===== src/rtl/ctrl_decode_stage.sv =====
// Decode stage: a small instruction queue feeding a registered RV32I/M control decoder.
// Illegal encodings still flow to the output with insn_vld_ctrl cleared, and a saturating counter tracks them.
`timescale 1ns/1ps
module ctrl_decode_stage #(
  parameter int QDEPTH = 4,
  parameter int M_EXT  = 1,
  parameter int CNT_W  = 8
) (
  input  logic             i_clk,
  input  logic             i_rst_n,
  input  logic [31:0]      i_inst,
  input  logic [31:0]      i_pc,
  input  logic             i_inst_vld,
  output logic             o_inst_rdy,
  input  logic             i_stall,
  input  logic             i_flush,
  output logic             o_vld,
  output logic [31:0]      o_pc,
  output logic [31:0]      o_inst,
  output logic             o_insn_vld_ctrl,
  output logic [2:0]       o_imm_sel,
  output logic             o_rd_wren,
  output logic             o_br_un,
  output logic             o_bsel,
  output logic             o_asel,
  output logic [3:0]       o_alu_op,
  output logic             o_wren,
  output logic [2:0]       o_slt_sl,
  output logic [1:0]       o_wb_sel,
  output logic             o_ctrl,
  output logic             o_md_en,
  output logic [2:0]       o_md_op,
  output logic [CNT_W-1:0] o_illegal_cnt
);

  localparam int PW = (QDEPTH > 1) ? $clog2(QDEPTH) : 1;
  localparam logic [PW:0] CNT_FULL = (PW+1)'(QDEPTH);

  typedef enum logic [6:0] {
    OP_R      = 7'b0110011,
    OP_IMM    = 7'b0010011,
    OP_LOAD   = 7'b0000011,
    OP_STORE  = 7'b0100011,
    OP_BRANCH = 7'b1100011,
    OP_JAL    = 7'b1101111,
    OP_JALR   = 7'b1100111,
    OP_LUI    = 7'b0110111,
    OP_AUIPC  = 7'b0010111
  } opcode_e;

  typedef struct packed {
    logic       vld;
    logic [2:0] imm_sel;
    logic       rd_wren;
    logic       br_un;
    logic       bsel;
    logic       asel;
    logic [3:0] alu_op;
    logic       wren;
    logic [2:0] slt_sl;
    logic [1:0] wb_sel;
    logic       ctrl;
    logic       md_en;
    logic [2:0] md_op;
  } ctrl_t;

  logic [31:0] q_inst [QDEPTH];
  logic [31:0] q_pc   [QDEPTH];
  logic [PW-1:0] wr_ptr, rd_ptr;
  logic [PW:0]   count;
  logic          push, pop;
  logic [31:0]   head_inst, head_pc;
  logic [2:0]    f3;
  logic [6:0]    f7;
  logic          legal;
  ctrl_t         dec, out_ctrl;

  assign o_inst_rdy = i_rst_n & (count != CNT_FULL) & ~i_flush;
  assign push       = i_inst_vld & o_inst_rdy;
  assign pop        = (count != '0) & (~o_vld | ~i_stall);

  assign head_inst = q_inst[rd_ptr];
  assign head_pc   = q_pc[rd_ptr];
  assign f3        = head_inst[14:12];
  assign f7        = head_inst[31:25];

  always_ff @(posedge i_clk) begin
    if (push) begin
      q_inst[wr_ptr] <= i_inst;
      q_pc[wr_ptr]   <= i_pc;
    end
  end

  always_comb begin
    dec   = '0;
    legal = 1'b1;
    case (head_inst[6:0])
      OP_R: begin
        if (f7 == 7'b0000000 || f7 == 7'b0100000) begin
          dec.rd_wren = 1'b1;
          dec.wb_sel  = 2'b01;
          dec.alu_op  = {head_inst[30] & (f3 == 3'b000 || f3 == 3'b101), f3};
        end else if (f7 == 7'b0000001 && M_EXT != 0) begin
          dec.md_en   = 1'b1;
          dec.md_op   = f3;
          dec.rd_wren = 1'b1;
          dec.wb_sel  = 2'b01;
        end else begin
          legal = 1'b0;
        end
      end
      OP_IMM: begin
        dec.rd_wren = 1'b1;
        dec.wb_sel  = 2'b01;
        dec.bsel    = 1'b1;
        dec.alu_op  = {head_inst[30] & (f3 == 3'b101), f3};
      end
      OP_LOAD: begin
        dec.rd_wren = 1'b1;
        dec.bsel    = 1'b1;
        case (f3)
          3'b000:  dec.slt_sl = 3'b011;
          3'b001:  dec.slt_sl = 3'b100;
          3'b010:  dec.slt_sl = 3'b101;
          3'b100:  dec.slt_sl = 3'b110;
          3'b101:  dec.slt_sl = 3'b111;
          default: legal = 1'b0;
        endcase
      end
      OP_STORE: begin
        dec.imm_sel = 3'b001;
        dec.bsel    = 1'b1;
        dec.wren    = 1'b1;
        dec.wb_sel  = 2'b11;
        dec.slt_sl  = f3;
        if (f3[2] || f3 == 3'b011) legal = 1'b0;
      end
      OP_BRANCH: begin
        dec.imm_sel = 3'b010;
        dec.asel    = 1'b1;
        dec.bsel    = 1'b1;
        dec.wb_sel  = 2'b11;
        dec.ctrl    = 1'b1;
        dec.br_un   = ~(f3 == 3'b100 || f3 == 3'b101);
        if (f3 == 3'b010 || f3 == 3'b011) legal = 1'b0;
      end
      OP_JAL: begin
        dec.imm_sel = 3'b011;
        dec.rd_wren = 1'b1;
        dec.asel    = 1'b1;
        dec.bsel    = 1'b1;
        dec.wb_sel  = 2'b10;
        dec.ctrl    = 1'b1;
      end
      OP_JALR: begin
        dec.rd_wren = 1'b1;
        dec.bsel    = 1'b1;
        dec.wb_sel  = 2'b10;
        dec.ctrl    = 1'b1;
      end
      OP_LUI: begin
        dec.imm_sel = 3'b100;
        dec.rd_wren = 1'b1;
        dec.bsel    = 1'b1;
        dec.alu_op  = 4'b1111;
        dec.wb_sel  = 2'b01;
      end
      OP_AUIPC: begin
        dec.imm_sel = 3'b101;
        dec.rd_wren = 1'b1;
        dec.asel    = 1'b1;
        dec.bsel    = 1'b1;
        dec.wb_sel  = 2'b01;
      end
      default: legal = 1'b0;
    endcase
    // Illegal entries present an all-zero control word.
    if (!legal) dec = '0;
    else        dec.vld = 1'b1;
  end

  always_ff @(posedge i_clk or negedge i_rst_n) begin
    if (!i_rst_n) begin
      wr_ptr        <= '0;
      rd_ptr        <= '0;
      count         <= '0;
      o_vld         <= 1'b0;
      o_pc          <= '0;
      o_inst        <= '0;
      out_ctrl      <= '0;
      o_illegal_cnt <= '0;
    end else if (i_flush) begin
      wr_ptr <= '0;
      rd_ptr <= '0;
      count  <= '0;
      o_vld  <= 1'b0;
    end else begin
      if (push) wr_ptr <= wr_ptr + PW'(1);
      if (pop) begin
        rd_ptr   <= rd_ptr + PW'(1);
        o_vld    <= 1'b1;
        o_pc     <= head_pc;
        o_inst   <= head_inst;
        out_ctrl <= dec;
        if (!dec.vld && o_illegal_cnt != '1) o_illegal_cnt <= o_illegal_cnt + CNT_W'(1);
      end else if (o_vld && !i_stall) begin
        o_vld <= 1'b0;
      end
      case ({push, pop})
        2'b10:   count <= count + (PW+1)'(1);
        2'b01:   count <= count - (PW+1)'(1);
        default: count <= count;
      endcase
    end
  end

  assign o_insn_vld_ctrl = out_ctrl.vld;
  assign o_imm_sel       = out_ctrl.imm_sel;
  assign o_rd_wren       = out_ctrl.rd_wren;
  assign o_br_un         = out_ctrl.br_un;
  assign o_bsel          = out_ctrl.bsel;
  assign o_asel          = out_ctrl.asel;
  assign o_alu_op        = out_ctrl.alu_op;
  assign o_wren          = out_ctrl.wren;
  assign o_slt_sl        = out_ctrl.slt_sl;
  assign o_wb_sel        = out_ctrl.wb_sel;
  assign o_ctrl          = out_ctrl.ctrl;
  assign o_md_en         = out_ctrl.md_en;
  assign o_md_op         = out_ctrl.md_op;

endmodule


===== config.mk =====
export PLATFORM = sky130hd
export DESIGN_NAME = ctrl_decode_stage
export DESIGN_NICKNAME = d
export VERILOG_FILES = /design/src/rtl/ctrl_decode_stage.sv
export SDC_FILE = /design/constraint.sdc
export NUM_CORES = 1
export LEC_CHECK = 0
export ABC_AREA = 1
export BUFFER_PORTS_ARGS = -buffer_cell sky130_fd_sc_hd__buf_2
export CELL_PAD_IN_SITES_DETAIL_PLACEMENT = 1
export CELL_PAD_IN_SITES_GLOBAL_PLACEMENT = 2
export CORE_UTILIZATION = 32
export DETAILED_ROUTE_END_ITERATION = 10
export PLACE_DENSITY_LB_ADDON = 0.1
export SLEW_MARGIN = 20
export SYNTH_ARGS = -nofsm -noshare
export SYNTH_HDL_FRONTEND = slang
export SYNTH_SLANG_ARGS = --single-unit

===== constraint.sdc =====
create_clock -name i_clk -period 5.2 [get_ports i_clk]
set_clock_uncertainty 0.2 [all_clocks]
set_input_delay 0.78 -clock i_clk [delete_from_list [all_inputs] [get_ports i_clk]]
set_output_delay 0.78 -clock i_clk [all_outputs]
set_load 0.01 [all_outputs]

---- Word-level counts from Yosys, hierarchy flattened ----
Memories as Yosys holds them, arrays and structs flattened. A register that Yosys moved wholly into a read port is not among the register bits.
Index checks and enable logic that the tools add are counted.
storage, ports and cells
  bits in registers ....................... 71
  memory bits (writable) .................. 256
  output and inout bits ................... 97
  logic and storage cells ................. 121
  memories ................................ 2
cells by class
  add/sub/neg operators ................... 5
  equal/unequal tests ..................... 20
  mux-type cells .......................... 36
  bitwise logic cells ..................... 11
  reduce and logical (&&, ||, !) cells .... 28
memories
  name    depth  bits a word  rd ports  clocked after memory_dff  wr ports  RTL line  text
  q_inst  4      32           1         0                         1         67        logic [31:0] q_inst [QDEPTH];
  q_pc    4      32           1         1                         1         68        logic [31:0] q_pc [QDEPTH];
operator list
  cell                                                              number
  3-bit one-hot mux with 5 select lines                             2
  7-bit by 6-bit == test with 1-bit output (second input constant)  4
  22-bit two-way mux                                                1
  7-bit == test (second input constant)                             3
  1-bit two-way mux                                                 18
  4-bit two-way mux                                                 4
  7-bit by 5-bit == test with 1-bit output (second input constant)  2
  3-bit one-hot mux with 2 select lines                             2
  4-bit one-hot mux with 3 select lines                             1
  5-bit OR reduction                                                2
  3-bit nonzero test                                                3
  3-bit OR reduction                                                3
  8-bit by 1-bit adder with 8-bit output (second input constant)    1
  2-bit two-way mux                                                 4
  8-bit inequality test (second input constant)                     1
  2-bit one-hot mux with 4 select lines                             1
  8-bit OR reduction                                                1
  7-bit by 1-bit == test with 1-bit output (second input constant)  1
  7-bit by 2-bit == test with 1-bit output (second input constant)  1
  7-bit zero test                                                   1
  1-bit AND                                                         6
  3-bit by 2-bit == test with 1-bit output (second input constant)  2
  3-bit == test (second input constant)                             2
  6-bit OR reduction                                                1
  20 further kinds                                                  33

---- Depth between registers and ports, before layout ----
An unclocked memory read counts as a cell.
  depth after elaboration ................. 8
  gate-level depth with buffers ........... 16
  mapped depth without buffers ............ 14

---- Worst setup path before layout ----
OpenSTA, ideal clock, no wires.
  kind .................................... in2reg
  start point ............................. in i_flush
  end point ............................... mem q_inst[0][0] (enable)
  library setup time ...................... 0.487 ns
  data arrival time ....................... 4.211 ns
  required time ........................... 4.513 ns
  setup slack ............................. 0.303 ns
  cell stages on the path ................. 5
  buffers on the path ..................... 0
  cell sequence ........................... inv_1 nand2_1 a31oi_1 nand2_1 nor2_1
on the way
  word-level cells in the longest chain between the ends .. 5
ends and longest elaborated chain
  what                                     RTL line  text
  from (decl)                              16        input logic i_flush,
  1-bit NOT (no source line)               -
  1-bit AND                                78        assign o_inst_rdy = i_rst_n & (count != CNT_FULL) & ~i_flush;
  net o_inst_rdy                           14        output logic o_inst_rdy,
  1-bit AND                                79        assign push = i_inst_vld & o_inst_rdy;
  1-bit two-way mux                        88        if (push) begin
  1-bit two-way mux (implied by the code)  89        q_inst[wr_ptr] <= i_inst;
  to (decl)                                67
The timed path passes the listed nets, and every way through them passes these cells.

---- Worst setup path after layout ----
  start point ............................. reg rd_ptr[0]
  end point ............................... reg o_illegal_cnt[1]
on the way
  word-level cells in the longest chain between the ends .. 8
  elaborated cells between the ends (all ways) .. 33
ends and longest elaborated chain
  what                                                         RTL line  text
  from (decl)                                                  69        logic [PW-1:0] wr_ptr, rd_ptr;
  from (signal assigned)                                       200       rd_ptr <= rd_ptr + PW'(1);
  memory 4 x 32 bit (*)                                        -
  3-bit == test (tied with other cells)                        121       case (f3)
  5-bit OR reduction (no source line) (tied with other cells)  -
  1-bit two-way mux (on tied branches)                         -
  1-bit one-hot mux with 5 select lines (*)                    97        case (head_inst[6:0])
  1-bit zero test (*)                                          178       if (!legal) dec = '0;
  1-bit logical AND (*)                                        205       if (!dec.vld && o_illegal_cnt != '1) o_illegal_cnt <= o_illegal_cnt + CNT_W'(1);
  3-bit AND reduction (no source line) (*)                     -
  to (signal assigned)                                         205
  to (decl)                                                    33        output logic [CNT_W-1:0] o_illegal_cnt
Mark *: on every way between the ends. The rest lies on a longest branch, timed or not.
A chain may end at the register's enable or synchronous reset.

==> reports/results.ini <==
[outcome]
outcome = completed

[clocking]
tritoncts = yes
cts_buffer_depth = 3
insertion_delay_ps = 560
cts_setup_buffers = 0
cts-resized-gates = 0
clkSlewWorstSetupHoldPaths_ps = 60
cts_hold_buf = 0
cts_sinks = 359
cts_made_buffers = 42
htree_levels = 2
cts_root_buffer = clkbuf_16

[route]
postRouteAntennaNets = 0
drc = 0
wl_met3_um = 1610
drtIter0Drc = 538
top_layer = met5
wl_met2_um = 19200
routed_via_density = 4.74
drt-wirelength-per-cell_um = 19.6
num_vias = 9622
first_pass_iters = 4
drt-total-wl_um = 39800
drt-met1-wl_um = 18300

[pwr]
p_sw_w = 0.00328
pwr-share-seq = 0.405
swShare = 0.354
peakVddDrop_mv = 0.261
clockPowerShare = 0.318
powerDensity_mw_per_mm2 = 538
internal-power_w = 0.00600
p_comb_frac = 0.277
power.leakage_nw = 7.06
total_power_w = 0.00928

[critical_path]
r2r-end = o_illegal_cnt[1]
cp-end-kind = flop
arrival_ps = 3520
timing_worst_setup_path_type = flop to flop
cp_max_fo = 58
crit_path_start = rd_ptr[0]
r2r_start = rd_ptr[0]
startpoint_type = flop
required_ps = 5430
crit_end = o_illegal_cnt[1]
rr_worst_depth = 12
r2r_slack_ps = 1920

[grt]
antenna_found_initial = 8
grt_pass1_wl_um = 61000
grt_pass1_vias = 10200
gr-total-overflow = 0
grt_max_degree = 81
grt_util_all_layers = 0.179

[sta]
holdWs_ps = 234
drv_slew = 0
max_slew_margin = 0.369
period_minus_slack_ps = 3280
worst_slew_pin_slew_ps = 947
clock.fmax_mhz = 305
rsz0062_at_grt = false
hold_viol = 0
setup_viol = 0
final.setup.tns_ps = 0
period_share = 0.631

[die]
die_w_um = 214
rows = 77
die_y_um = 214
die-area_mm2 = 0.0457
start_util = 0.325
ios = 166
fp.coreArea_mm2 = 0.0442

[cells_and_area]
nNetsFinal = 1476
final_common_cell = nand2_1
drive_above_1_share = 0.208
layout_common_cells = 351 x nand2_1, 256 x edfxtp_1, 164 x buf_2
area_growth_pct = 20.1

[logic_synthesis]
synth_seq_cells = 359
synth_nets = 1314
yosysTopAreaCellShare = 0.535
syn_area_mm2 = 0.0144
async_flop_share = 0.287
syn_inst = 1239
yosys-top-cells-area = edfxtp_1 54%, dfrtp_1 18%, nand2_1 9.2%
ys_types = 39
syn_area_per_cell_um2 = 11.6
synth_edf_count = 256
synthFlopType = edfxtp_1
synth_area_leader_cell = edfxtp_1
ys_seq_area_frac = 0.715
yosysWarnings = 0

[placement]
dpl.hpwl_um = 23900
port_buffers = 165
place.gp.congestion = 0.733

[hold_path]
hold_class = input pin to flop

[flow_run]
maxCapViolCount = 0

==> synth_stat cells (11+ instances only) <==
library cell,count
nor2_1,121
clkbuf_1,41
edfxtp_1,256
buf_2,13
nand2_1,352
o21ai_0,126
inv_1,30
nand2_2,15
dfrtp_1,103
o22ai_1,48
nand3_1,52
nand4_1,11
==> layout make-up <==
cell class / count / area (um2)
repair buffers: 181 / 998
fillers: 4844 / 27000
clock buffers: 58 / 1170
clock inverters: 20 / 216
inverters: 34 / 133
diodes: 4 / 10.0
multi-input cells: 783 / 3710
flip-flops and latches: 359 / 10300
well taps: 592 / 741
==> worst min path at each step <==
stage / startpoint / to / slack [ps] / cells after the start
after detailed placement: o_inst[17] / o_inst[17] / 260 / 2
final: i_pc[25] / q_pc[2][25] / 230 / 1
after CTS: i_pc[3] / q_pc[1][3] / 200 / 1
after global routing: i_pc[11] / q_pc[0][11] / 210 / 1
after floorplan: i_rst_n / count[0] / 280 / 0
after global placement: o_inst[21] / o_inst[21] / 260 / 2
==> registers in the layout (all words and copies together), names as in the netlist, 3 cells and up <==
name	count
count	3
o_alu_op	4
o_illegal_cnt	8
o_imm_sel	3
o_inst	32
o_md_op	3
o_pc	32
o_slt_sl	3
q_inst	128
q_pc	128
==> metal layers <==
metal  track usage  up-vias
li1              -     4618
met1         0.236     4789
met2         0.299      155
met3        0.0351       52
met4        0.0493        8
met5             0        -
==> critical path, cell delays in order, from the launching register on <==
cell     delay (ps)
dfrtp_4         730
inv_4           650
nand2_1         100
nand3_1          90
nand2_1         250
inv_1           210
nand2_1          70
nand3_1         170
nand3_2         120
nor2_4          150
nand4_4         160
nand2_1         110
nand2_1          60
==> power groups by stage <==
stage	clock network [W]	logic, W	registers, W
2_1_floorplan	0	0.00167	0.00377
3_3_place_gp	0	0.00261	0.00382
3_5_place_dp	0	0.00264	0.00382
4_1_cts	0.00304	0.00265	0.00377
5_1_grt	0.00314	0.00295	0.00381
6_report	0.00295	0.00257	0.00376
==> metrics by stage <==
step	instances	setup WS (ps)	utilization	instance area (um2)
6_report	2031	1920	0.390	17200
5_1_grt	2028	1550	0.390	17200
4_1_cts	2027	1830	0.390	17200
3_5_place_dp	1949	1610	0.358	15800
3_3_place_gp	1949	1710	0.358	15800
2_1_floorplan	1239	303	-	14400
==> logic make-up (layout without fill, tap and decap cells) <==
kind of cell,Yosys count,in the layout,share of synthesized area
simple gates,573,573,0.168
flops,359,359,0.715
compound gates,196,196,0.0765
buf+inv,97,293,0.0300
xor+xnor,8,8,0.00488
fa+ha+maj,6,6,0.00575
other cells,0,4,0
(Power assumes the default switching activity.)
